==> config.mk <==
export PLATFORM = sky130hd
export DESIGN_NAME = fire_sequencer
export DESIGN_NICKNAME = d
export VERILOG_FILES = /design/src/rtl/fire_sequencer.sv
export SDC_FILE = /design/constraint.sdc
export NUM_CORES = 1
export LEC_CHECK = 0
export ABC_AREA = 1
export CAP_MARGIN = 20
export CORE_UTILIZATION = 35
export CTS_BUF_LIST = sky130_fd_sc_hd__clkbuf_16
export CTS_CLUSTER_DIAMETER = 200
export DETAILED_ROUTE_END_ITERATION = 10
export PLACE_DENSITY_LB_ADDON = 0.2
export SYNTH_ARGS = -nofsm -noshare
export SYNTH_HDL_FRONTEND = slang
export SYNTH_SLANG_ARGS = --single-unit
==> constraint.sdc <==
create_clock -name clock -period 4.98 [get_ports clock]
set_input_delay 0.996 -clock clock [delete_from_list [all_inputs] [get_ports clock]]
set_output_delay 0.996 -clock clock [all_outputs]
set_load 0.01 [all_outputs]
==> src/rtl/fire_sequencer.sv <==
// Burst controller for the coil drive chain: debounces fire, drives open-loop then
// closed-loop, enforces on/off times and latches a fault after repeated lock failures.
module fire_sequencer #(
  parameter int unsigned ON_CYCLES       = 20000,
  parameter int unsigned OFF_CYCLES      = 2700000,
  parameter int unsigned PRIME_TIMEOUT   = 4096,
  parameter int unsigned DEBOUNCE_CYCLES = 1024,
  parameter int unsigned MIN_PERIOD      = 20,
  parameter int unsigned MAX_PERIOD      = 200,
  parameter int unsigned INITIAL_PERIOD  = 56,
  parameter int unsigned FAIL_LIMIT      = 3
) (
  input  logic        clock,
  input  logic        reset_n,
  input  logic        fire_n,
  input  logic        fault_clear,
  input  logic        period_valid,
  input  logic [31:0] period_in,
  output logic        drive_enable,
  output logic        fc_reset,
  output logic        sg_reset,
  output logic        set_period,
  output logic [31:0] period_out,
  output logic        fault,
  output logic [2:0]  state
);

  typedef enum logic [2:0] {
    StIdle     = 3'd0,
    StPrime    = 3'd1,
    StLocked   = 3'd2,
    StCooldown = 3'd3,
    StFault    = 3'd4
  } state_e;

  function automatic logic [31:0] sat_inc(input logic [31:0] v);
    return (v == '1) ? v : v + 32'd1;
  endfunction

  state_e      state_q, state_d;
  logic        fire_meta_q, fire_sync_n_q, fire_sync;
  logic        fire_db_q, fire_db_d;
  logic [31:0] db_cnt_q, db_cnt_d;
  logic        pv_q;
  logic [31:0] pin_q;
  logic        pin_ok;
  logic [31:0] on_cnt_q, on_cnt_d, prime_cnt_q, prime_cnt_d;
  logic [31:0] off_cnt_q, off_cnt_d, fail_cnt_q, fail_cnt_d;
  logic [31:0] on_next, prime_next, off_next;
  logic        on_expire, prime_expire, off_expire;
  logic        set_period_q, set_period_d;
  logic [31:0] period_out_q, period_out_d;
  logic        drive_q, fault_q, drive_d;

  assign fire_sync = ~fire_sync_n_q;

  always_comb begin
    db_cnt_d  = '0;
    fire_db_d = fire_db_q;
    if (fire_sync != fire_db_q) begin
      db_cnt_d = sat_inc(db_cnt_q);
      if (db_cnt_d >= 32'(DEBOUNCE_CYCLES)) begin
        fire_db_d = fire_sync;
        db_cnt_d  = '0;
      end
    end
  end

  // Feedback is registered once before the FSM acts on it.
  assign pin_ok = pv_q && (pin_q >= 32'(MIN_PERIOD)) && (pin_q <= 32'(MAX_PERIOD));

  assign on_next      = sat_inc(on_cnt_q);
  assign prime_next   = sat_inc(prime_cnt_q);
  assign off_next     = sat_inc(off_cnt_q);
  assign on_expire    = on_next >= 32'(ON_CYCLES);
  assign prime_expire = prime_next >= 32'(PRIME_TIMEOUT);
  assign off_expire   = off_next >= 32'(OFF_CYCLES);

  always_comb begin
    state_d      = state_q;
    on_cnt_d     = on_cnt_q;
    prime_cnt_d  = prime_cnt_q;
    off_cnt_d    = off_cnt_q;
    fail_cnt_d   = fail_cnt_q;
    set_period_d = 1'b0;
    period_out_d = period_out_q;
    unique case (state_q)
      StIdle: begin
        if (fire_db_q) begin
          state_d     = StPrime;
          on_cnt_d    = '0;
          prime_cnt_d = '0;
        end
      end
      StPrime, StLocked: begin
        on_cnt_d    = on_next;
        prime_cnt_d = prime_next;
        // Priority: release, on-time expiry, prime timeout, feedback.
        if (!fire_db_q || on_expire) begin
          state_d   = StCooldown;
          off_cnt_d = '0;
        end else if (state_q == StPrime && prime_expire) begin
          state_d    = StCooldown;
          off_cnt_d  = '0;
          fail_cnt_d = sat_inc(fail_cnt_q);
        end else if (pin_ok) begin
          state_d      = StLocked;
          set_period_d = 1'b1;
          period_out_d = pin_q;
          fail_cnt_d   = '0;
        end
      end
      StCooldown: begin
        off_cnt_d = off_next;
        if (off_expire) begin
          if (fail_cnt_q >= 32'(FAIL_LIMIT)) begin
            state_d = StFault;
          end else if (fire_db_q) begin
            state_d     = StPrime;
            on_cnt_d    = '0;
            prime_cnt_d = '0;
          end else begin
            state_d = StIdle;
          end
        end
      end
      StFault: begin
        if (fault_clear && !fire_db_q) begin
          state_d    = StIdle;
          fail_cnt_d = '0;
        end
      end
      default: state_d = StIdle;
    endcase
  end

  assign drive_d = (state_d == StPrime) || (state_d == StLocked);

  always_ff @(posedge clock or negedge reset_n) begin
    if (!reset_n) begin
      fire_meta_q   <= 1'b1;
      fire_sync_n_q <= 1'b1;
      fire_db_q     <= 1'b0;
      db_cnt_q      <= '0;
      pv_q          <= 1'b0;
      pin_q         <= '0;
      state_q       <= StIdle;
      on_cnt_q      <= '0;
      prime_cnt_q   <= '0;
      off_cnt_q     <= '0;
      fail_cnt_q    <= '0;
      set_period_q  <= 1'b0;
      period_out_q  <= 32'(INITIAL_PERIOD);
      drive_q       <= 1'b0;
      fault_q       <= 1'b0;
    end else begin
      fire_meta_q   <= fire_n;
      fire_sync_n_q <= fire_meta_q;
      fire_db_q     <= fire_db_d;
      db_cnt_q      <= db_cnt_d;
      pv_q          <= period_valid;
      pin_q         <= period_in;
      state_q       <= state_d;
      on_cnt_q      <= on_cnt_d;
      prime_cnt_q   <= prime_cnt_d;
      off_cnt_q     <= off_cnt_d;
      fail_cnt_q    <= fail_cnt_d;
      set_period_q  <= set_period_d;
      period_out_q  <= period_out_d;
      drive_q       <= drive_d;
      fault_q       <= (state_d == StFault);
    end
  end

  assign drive_enable = drive_q;
  assign fc_reset     = ~drive_q;
  assign sg_reset     = ~drive_q;
  assign set_period   = set_period_q;
  assign period_out   = period_out_q;
  assign fault        = fault_q;
  assign state        = state_q;

endmodule
==> results of run 1 <==
==> logic make-up after synthesis <==
group           count (synthesis)
xor+xnor                       70
buf+inv                       235
simple gates                 1338
other cells                     1
flops                         234
compound gates                130
fa+ha+maj                       5
mux                             2
==> layout by cell type, fill, tap and decap left out, types with 6 or more instances in the layout <==
cell type / instances
nor2_2: 14
nand3_1: 127
clkinv_2: 8
nand2_1: 777
xnor2_1: 20
o22ai_1: 6
nor2_1: 293
inv_1: 182
nand4_1: 27
inv_2: 6
nor3_1: 32
nor4_1: 19
nand2_2: 8
clkbuf_16: 29
dfrtp_1: 229
nand3b_1: 16
clkdlybuf4s50_1: 75
o21ai_0: 81
buf_4: 13
conb_1: 22
o21ai_1: 18
a21oi_1: 14
xor2_1: 50
==> registers in the layout, indices dropped and copies added, names as in the netlist <==
register,cells
fail_cnt_q,32
fire_db_q,1
off_cnt_q,32
drive_enable,1
on_cnt_q,32
fire_sync_n_q,1
prime_cnt_q,32
period_out,32
fire_meta_q,1
pv_q,1
state,3
pin_q,32
db_cnt_q,32
set_period,1
fault,1
==> cells in the mapped netlist (5+ instances only) <==
| library cell | number | area, um^2 |
|---|---|---|
| dfrtp_1 | 229 | 5730 |
| buf_2 | 10 | 50.1 |
| nand3_1 | 127 | 636 |
| nor3_1 | 33 | 165 |
| nor2_2 | 13 | 81.3 |
| ha_1 | 5 | 62.6 |
| nor2_4 | 5 | 56.3 |
| nand3b_1 | 16 | 120 |
| nand2_2 | 8 | 50.1 |
| inv_1 | 180 | 676 |
| inv_2 | 6 | 22.5 |
| nand4_1 | 27 | 169 |
| a21oi_1 | 14 | 70.1 |
| o22ai_1 | 6 | 37.5 |
| xnor2_1 | 20 | 175 |
| o21ai_1 | 18 | 90.1 |
| xor2_1 | 50 | 438 |
| o21ai_0 | 81 | 405 |
| nor2_1 | 294 | 1100 |
| dfstp_2 | 5 | 131 |
| buf_4 | 6 | 45.0 |
| buf_6 | 13 | 146 |
| nor4_1 | 19 | 119 |
| clkbuf_1 | 18 | 67.6 |
| nand2_1 | 777 | 2920 |
==> layer usage <==
layer	share of wire	up-vias	routed length (um)	track usage
li1	-	6502	-	-
met1	0.48	5868	17800	0.258
met2	0.45	254	16500	0.299
met3	0.043	71	1610	0.0286
met4	0.030	0	1100	0.0586
met5	0	-	0	0
==> how the worst max path moves through the flow <==
stage / startpoint / to / slack, ps / cells past startpoint
floorplan: prime_cnt_q[0] / period_out[7] / 2340 / 19
global placement: on_cnt_q[0] / fail_cnt_q[29] / 880 / 19
detailed placement: on_cnt_q[0] / fail_cnt_q[23] / 700 / 19
CTS: on_cnt_q[0] / fail_cnt_q[17] / 700 / 19
global route: on_cnt_q[0] / fail_cnt_q[12] / 250 / 19
finish: on_cnt_q[0] / fail_cnt_q[17] / 710 / 19
==> power groups by stage <==
stage	clock, mW	sequential, mW	combinational [mW]
after floorplan	0	2.14	0.763
after global placement	0	2.17	1.04
after detailed placement	0	2.17	1.06
after CTS	2.21	2.14	1.06
after global routing	2.29	2.16	1.20
final	2.13	2.14	1.06
==> worst register-to-register path: stages (launching register included) <==
cell and delay [ps]:
dfrtp_1 460, ha_1 340, inv_2 90, nor2_4 230, nand2_4 100, nor2_4 140, nand3_2 510, nand3_2 280
nor2_1 90, nand3_1 70, nand3_1 80, nor2_2 220, nand2_1 80, nand2_1 80, o21ai_2 60, buf_4 230
nor2_2 700, buf_4 320, nand2_1 70, nand2_1 70
==> final cells by class <==
cell class / count / area (um^2) / share of cell area
well taps: 518 / 648 / 0.0402
clock buffers: 29 / 726 / 0.0450
multi-input cells: 1567 / 7060 / 0.437
flip-flops and latches: 234 / 5860 / 0.363
inverters: 187 / 702 / 0.0435
repair buffers: 91 / 893 / 0.0554
clock inverters: 24 / 243 / 0.0150
==> per-stage QoR <==
stage | cells | power [mW] | instance area (um^2) | worst slack, ps | utilization
CTS | 2649 | 5.41 | 16100 | 701 | 0.415
detailed placement | 2596 | 3.23 | 15100 | 703 | 0.390
global route | 2650 | 5.65 | 16100 | 250 | 0.415
global placement | 2595 | 3.21 | 15100 | 882 | 0.390
floorplan | 2036 | 2.90 | 13900 | 2340 | -
finish | 2650 | 5.34 | 16100 | 706 | 0.415
==> flow_summary.toml, run 1 <==
[global_route]
grt_pass1_wl_mm = 62.3
grt_overflow = 0
antenna_found_initial = 1
grt_max_degree = 121
track_usage = 0.187
grt_pass1_vias = 12300

[drt]
drt_iter0_markers = 726
avgRoutedWirePerCell_um = 14.0
ant_nets = 0
via_per_inst = 4.79
vias = 12700
dr.pass1.iters = 5
totalWireLength_mm = 37.0
drc_errors = 0

[critical_path]
required_ps = 5490
rr_endpoint = "fail_cnt_q[17]"
cpLargestDelayFamily = "simple AND/OR/NAND/NOR gates"
slowest_delay_ps = 700
crit_chain = "ha_1 -> inv_2 -> nor2_4 -> nand2_4 -> nor2_4 -> nand3_2 -> nand3_2 -> nor2_1 -> nand3_1 -> nand3_1 -> nor2_2 -> nand2_1 -> nand2_1 -> o21ai_2 -> buf_4 -> nor2_2 -> buf_4 -> nand2_1 -> nand2_1"
path_class = "reg2reg"
timing.rr.start = "on_cnt_q[0]"
arrival_ps = 4780
path_buf_inv = 3
r2r_cells = 19
crit_top_cell = "nand2_1"
cp-start-kind = "register"
cp_max_fo = 33
cpMaxStageDelayCell = "nor2_2"
regToRegSetupSlack_ps = 710
crit_path_end_kind = "register"

[cts]
postCtsHoldBufs = 0
clockBufferDepth = 3
cts.repair.resized = 0
clk_latency_ps = 580
htreeDepth = 1
root_buffer = "clkbuf_16"
cts_tree = "yes"
clock-sinks = 234
postCtsSetupBuffers = 0
cts_buffers = 29
clk_pin_slew_ps = 60

[synthesis]
synthFlopType = "dfrtp_1"
synthAdderAreaFrac = 0.00452
synth_compound_area_frac = 0.0510
synth_top_family_by_area = "simple AND/OR/NAND/NOR gates"
synth-xor-area-share = 0.0443
synth-simple-area-share = 0.402
avgSynthCellArea_um2 = 6.87
ys_ff_latch = 234
synth-seq-area-share = 0.423
yosysWarnings = 0
yosys-mux-area-fraction = 0.00145
synth_edf_count = 0
synth_cells = 2015
synthDistinctLibCells = 46
synth-async-reset-ratio = 1.00
syn-cell-area_um2 = 13800

[timing]
finalClockSkew_ps = 15.2
finalHoldViolCount = 0
rsz0062_at_grt = "false"
relSlewSlack = 0.384
timing.fmax_mhz = 234
min_period_ps = 4270
worstMarginPinSlew_ps = 924
setup_tns_ps = 0
whs_ps = 385
maxSlewViolCount = 0
timing.final.crit_share = 0.858
setup_viol = 0

[cells_and_area]
num_antenna_cells = 0
drive_above_1_share = 0.0549
area_growth_pct = 16.5
fill_cells = 4053
nNetsFinal = 2152

[floorplan]
start_util = 0.357
die_x_um = 201
die_h_um = 201
core_area_um2 = 38800
io-pin-count = 77
fp-row-count = 72
dieArea_um2 = 40400

[status]
status = "complete, no violations"

[min_path]
hp-start = "fire_meta_q"
hold_class = "reg2reg"
whs_endpoint = "fire_sync_n_q"
whs_path_depth = 0

[power]
power_switching_mw = 1.76
p_per_area_nw_per_um2 = 331
ir_worst_vdd_v = 0.000283
power_leakage_nw = 7.44
clkPwrFrac = 0.399
p_int_mw = 3.58
pwr-share-seq = 0.401
p_comb_frac = 0.199
sw_frac_of_total = 0.330

[placement]
dp_hpwl_mm = 27.1
io_buffers = 76
place_congestion = 0.919

[flow_run]
maxCapViolCount = 0
Power figures use the tool's default switching activity.
==> run 2: changes to the inputs <==
clock period = 4.8 ns   (was 4.98 ns; I/O delays follow)
==> run 2 against run 1 <==
  * Critical path depth decreased by 2
  * Non-clock buffer count down 2
  * Utilization up 0.19 points
  * Final cell count decreased by 0.11%
  * Clock skew is 25 ps higher
  * Critical endpoint is now period_out[18]
  * Combinational power is 5% higher
  * Worst setup slack lost 91 ps
  * Critical path type unchanged
  * Worst hold slack got worse by 10 ps
  * Final area rose by 0.46%
  * Via count shrank 0.28%
  * Maximum frequency up 2.1%
==> flow_summary.toml, run 2 (synthesized netlist as in run 1, its figures left out) <==
[cts]
cts.repair.resized = 0
htreeDepth = 1
clk_pin_slew_ps = 60
clk_latency_ps = 590
root_buffer = "clkbuf_16"
clockBufferDepth = 3
postCtsSetupBuffers = 0
cts_tree = "yes"
cts_buffers = 28
postCtsHoldBufs = 0
clock-sinks = 234

[floorplan]
core_area_um2 = 38800
die_x_um = 201
die_h_um = 201
fp-row-count = 72
dieArea_um2 = 40400
io-pin-count = 77
start_util = 0.357

[cells_and_area]
final_util = 0.417
nNetsFinal = 2149
drive_above_1_share = 0.0531
final_common_cell = "nand2_1"
final_cell_mix = "777 x nand2_1, 293 x nor2_1, 229 x dfrtp_1"
num_antenna_cells = 0
fin_area_um2 = 16200
area_growth_pct = 17.0
finalNonFillerCells = 2647

[power]
pwr-share-seq = 0.388
clkPwrFrac = 0.418
p_int_mw = 3.89
p_per_area_nw_per_um2 = 353
sw_frac_of_total = 0.320
power_switching_mw = 1.83
p_comb_frac = 0.194
power_leakage_nw = 7.46
ir_worst_vdd_v = 0.000257

[critical_path]
path_class = "reg2reg"
crit_chain = "ha_1 -> inv_2 -> nor2_4 -> nand2_4 -> nor2_4 -> nand3_2 -> nand3_1 -> nor2_1 -> nand2_1 -> nor2_1 -> nand2_1 -> nor2_2 -> nand3_2 -> or2_1 -> buf_4 -> nand2_1 -> inv_1"
cp-start-kind = "register"
cp_max_fo = 30
slowest_delay_ps = 800
required_ps = 5300
crit_top_cell = "nand2_1"
cpMaxStageDelayCell = "or2_1"
crit_path_end_kind = "register"
arrival_ps = 4690

[global_route]
met2_usage = 0.303
grt_overflow = 0
grt_max_degree = 112
antenna_found_initial = 2
grt_busiest_layer = "met2"
grt_use_met3 = 0.0265
grt_pass1_vias = 12400
track_usage = 0.189
grt_pass1_wl_mm = 63.2
met1_usage = 0.266

[drt]
via_per_inst = 4.78
totalWireLength_mm = 37.0
vias = 12700
dr.pass1.iters = 5
drc_errors = 0
avgRoutedWirePerCell_um = 14.0
ant_nets = 0
drt_iter0_markers = 738

[timing]
min_period_ps = 4180
worstMarginPinSlew_ps = 1040
finalClockSkew_ps = 39.9
finalHoldViolCount = 0
setup_tns_ps = 0
rsz0062_at_grt = "false"
maxSlewViolCount = 0
timing.final.crit_share = 0.872
timing.fmax_mhz = 239
setup_viol = 0
whs_ps = 374
relSlewSlack = 0.307

[placement]
io_buffers = 76
dp_hpwl_mm = 27.1
placed_area_um2 = 15200
place_congestion = 0.916
post-place-cells = 2595

[status]
status = "complete, no violations"

[min_path]
hold_class = "reg2reg"

[flow_run]
maxCapViolCount = 0
[run 2: cell types whose count changed in the layout (fill, tap and decap cells not counted), sizes merged]
cell,delta
bufinv,+4
buf,-2
inv,-1
clkinv,-3
clkbuf,-1
[run 2: final cells by class]
cell class | count | area (um^2)
clock buffers | 28 | 701
clock inverters | 24 | 352
fillers | 4075 | 22600
inverters | 187 | 702
multi-input cells | 1567 | 7060
flip-flops and latches | 234 | 5860
well taps | 518 | 648
repair buffers | 89 | 883
[run 2: power groups by stage]
stage / Sequential, mW / Clock (mW) / Combinational [mW]
CTS: 2.22 / 2.46 / 1.12
global route: 2.24 / 2.54 / 1.25
detailed placement: 2.25 / 0 / 1.12
floorplan: 2.22 / 0 / 0.792
finish: 2.22 / 2.39 / 1.11
global placement: 2.25 / 0 / 1.09
[run 2: critical path: cells and delay by family, from the launching register on]
family	cells	cell delay, ps
buffers and inverters	3	480
AND/OR/NAND/NOR	13	2750
flip-flops	1	480
adder cells (fa/ha/maj)	1	390
[run 2: worst paths after layout]
path	startpoint	endpoint	slack, ps	cells past startpoint
min in group asynchronous	reset_n	on_cnt_q[29]	480	1
setup reg to reg	on_cnt_q[0]	period_out[18]	620	17
setup / recovery	on_cnt_q[0]	period_out[18]	620	17
hold reg to reg	fire_meta_q	fire_sync_n_q	370	0
max in group asynchronous	reset_n	period_out[3]	3320	2
hold / removal	fire_meta_q	fire_sync_n_q	370	0
[run 2: metrics by stage]
| stage | setup WS, ps | total power [mW] |
|---|---|---|
| final | 615 | 5.72 |
| after CTS | 658 | 5.80 |
| after global routing | 209 | 6.03 |
| after global placement | 706 | 3.34 |
| after detailed placement | 663 | 3.37 |
| after floorplan | 2160 | 3.01 |
[run 2: layer usage]
layer / vias up / routed length [um]
met5: - / 0
met4: 0 / 871
met3: 54 / 1440
met2: 222 / 16600
met1: 5885 / 18100
li1: 6498 / -
==> run 3: changes to the inputs <==
CORE_MARGIN = 4   (was default)
==> run 3 against run 2 <==
  * Combinational power about the same
  * First-iteration DRC count is 16% higher
  * Sequential cell count stayed put
  * Non-clock buffer count is 1 higher
  * Critical path type unchanged
  * Critical endpoint is now fail_cnt_q[6]
  * Largest cell class unchanged
==> flow_summary.toml, run 3 (synthesized netlist as in run 1, its figures left out) <==
[global_route]
track_usage = 0.177
grt_pass1_wl_mm = 62.3
grt_overflow = 0
antenna_found_initial = 1
grt_pass1_vias = 12300
grt_max_degree = 116

[status]
status = "complete, no violations"

[timing]
setup_tns_ps = 0
worstMarginPinSlew_ps = 1110
rsz0062_at_grt = "false"
min_period_ps = 3920
finalHoldViolCount = 0
fin_ws_ps = 878
setup_viol = 0
relSlewSlack = 0.250
finalClockSkew_ps = 20.9
timing.fmax_mhz = 255
timing.final.crit_share = 0.817
maxSlewViolCount = 0

[floorplan]
die_x_um = 207
core_area_um2 = 38900
fp-row-count = 72
io-pin-count = 77
dieArea_um2 = 42800
die_h_um = 207
start_util = 0.356

[cells_and_area]
fin_area_um2 = 16100
area_growth_pct = 15.9
fill_cells = 4105
final_common_cell = "nand2_1"
nNetsFinal = 2150
final_cell_mix = "777 x nand2_1, 294 x nor2_1, 229 x dfrtp_1"
finalNonFillerCells = 2648
drive_above_1_share = 0.0502
num_antenna_cells = 0

[cts]
htreeDepth = 1
cts_tree = "yes"
postCtsHoldBufs = 0
clk_latency_ps = 560
postCtsSetupBuffers = 0
cts.repair.resized = 0
clockBufferDepth = 3
cts_buffers = 28
root_buffer = "clkbuf_16"
clock-sinks = 234
clk_pin_slew_ps = 60

[placement]
post-place-cells = 2596
dp_hpwl_mm = 28.0
io_buffers = 76
pre_cts_ws_ps = 824
place_congestion = 0.886
placed_area_um2 = 15100

[critical_path]
cpMaxStageDelayCell = "nand3_2"
crit_path_end_kind = "register"
cp-start-kind = "register"
cpLargestDelayFamily = "simple AND/OR/NAND/NOR gates"
cp_max_fo = 30
path_class = "reg2reg"
crit_chain = "ha_1 -> inv_2 -> nor2_4 -> nand2_4 -> nor2_4 -> nand3_2 -> nand3_1 -> nor2_1 -> nand3_1 -> nand3_1 -> nor2_2 -> nand2_1 -> nand2_1 -> o21ai_2 -> nor2_2 -> buf_4 -> nand2_1 -> nand2_1"
path_buf_inv = 2
arrival_ps = 4410
required_ps = 5290
slowest_delay_ps = 530
crit_top_cell = "nand2_1"

[drt]
ant_nets = 0
drt_iter0_markers = 856
dr.pass1.iters = 6
via_per_inst = 4.83
vias = 12800
drc_errors = 0
totalWireLength_mm = 37.8
avgRoutedWirePerCell_um = 14.3

[power]
ir_worst_vdd_v = 0.000281
power_leakage_nw = 7.42
p_per_area_nw_per_um2 = 336
total_power_mw = 5.40

[flow_run]
maxCapViolCount = 0

[min_path]
hold_class = "reg2reg"
[run 3: layout make-up]
| type | count | area (um^2) | area share |
|---|---|---|---|
| clock buffers | 29 | 726 | 0.0452 |
| clock inverters | 23 | 176 | 0.0110 |
| inverters | 187 | 702 | 0.0437 |
| multi-input cells | 1567 | 7050 | 0.439 |
| flip-flops and latches | 234 | 5860 | 0.365 |
| well taps | 518 | 648 | 0.0404 |
| repair buffers | 90 | 883 | 0.0550 |
[run 3: per-stage QoR]
step / utilization / hold slack [ps]
2_1_floorplan: - / 345
3_3_place_gp: 0.389 / 352
3_5_place_dp: 0.389 / 350
4_1_cts: 0.412 / 358
5_1_grt: 0.412 / 362
6_report: 0.412 / 357
[run 3: worst paths after layout]
path                                  start        endpoint  slack [ps]  cells after the start
worst min register to register  fire_meta_q   fire_sync_n_q         360                      0
min in group asynchronous           reset_n     db_cnt_q[1]         480                      1
worst max-delay path            on_cnt_q[0]   fail_cnt_q[6]         880                     18
worst max register to register  on_cnt_q[0]   fail_cnt_q[6]         880                     18
max in group asynchronous           reset_n  period_out[25]        3400                      2
worst min-delay path            fire_meta_q   fire_sync_n_q         360                      0
[run 3: metal layers]
metal | vias to the layer above | share of wire | GRT usage
li1 | 6494 | - | -
met1 | 5971 | 0.49 | 0.260
met2 | 264 | 0.44 | 0.280
met3 | 53 | 0.044 | 0.0247
met4 | 0 | 0.023 | 0.0415
met5 | - | 0 | 0
[run 3: power breakdown]
group	switching [mW]	internal, mW
clock	0.837	1.24
combinational	0.799	0.301
sequential	0.134	2.08
total	1.77	3.63
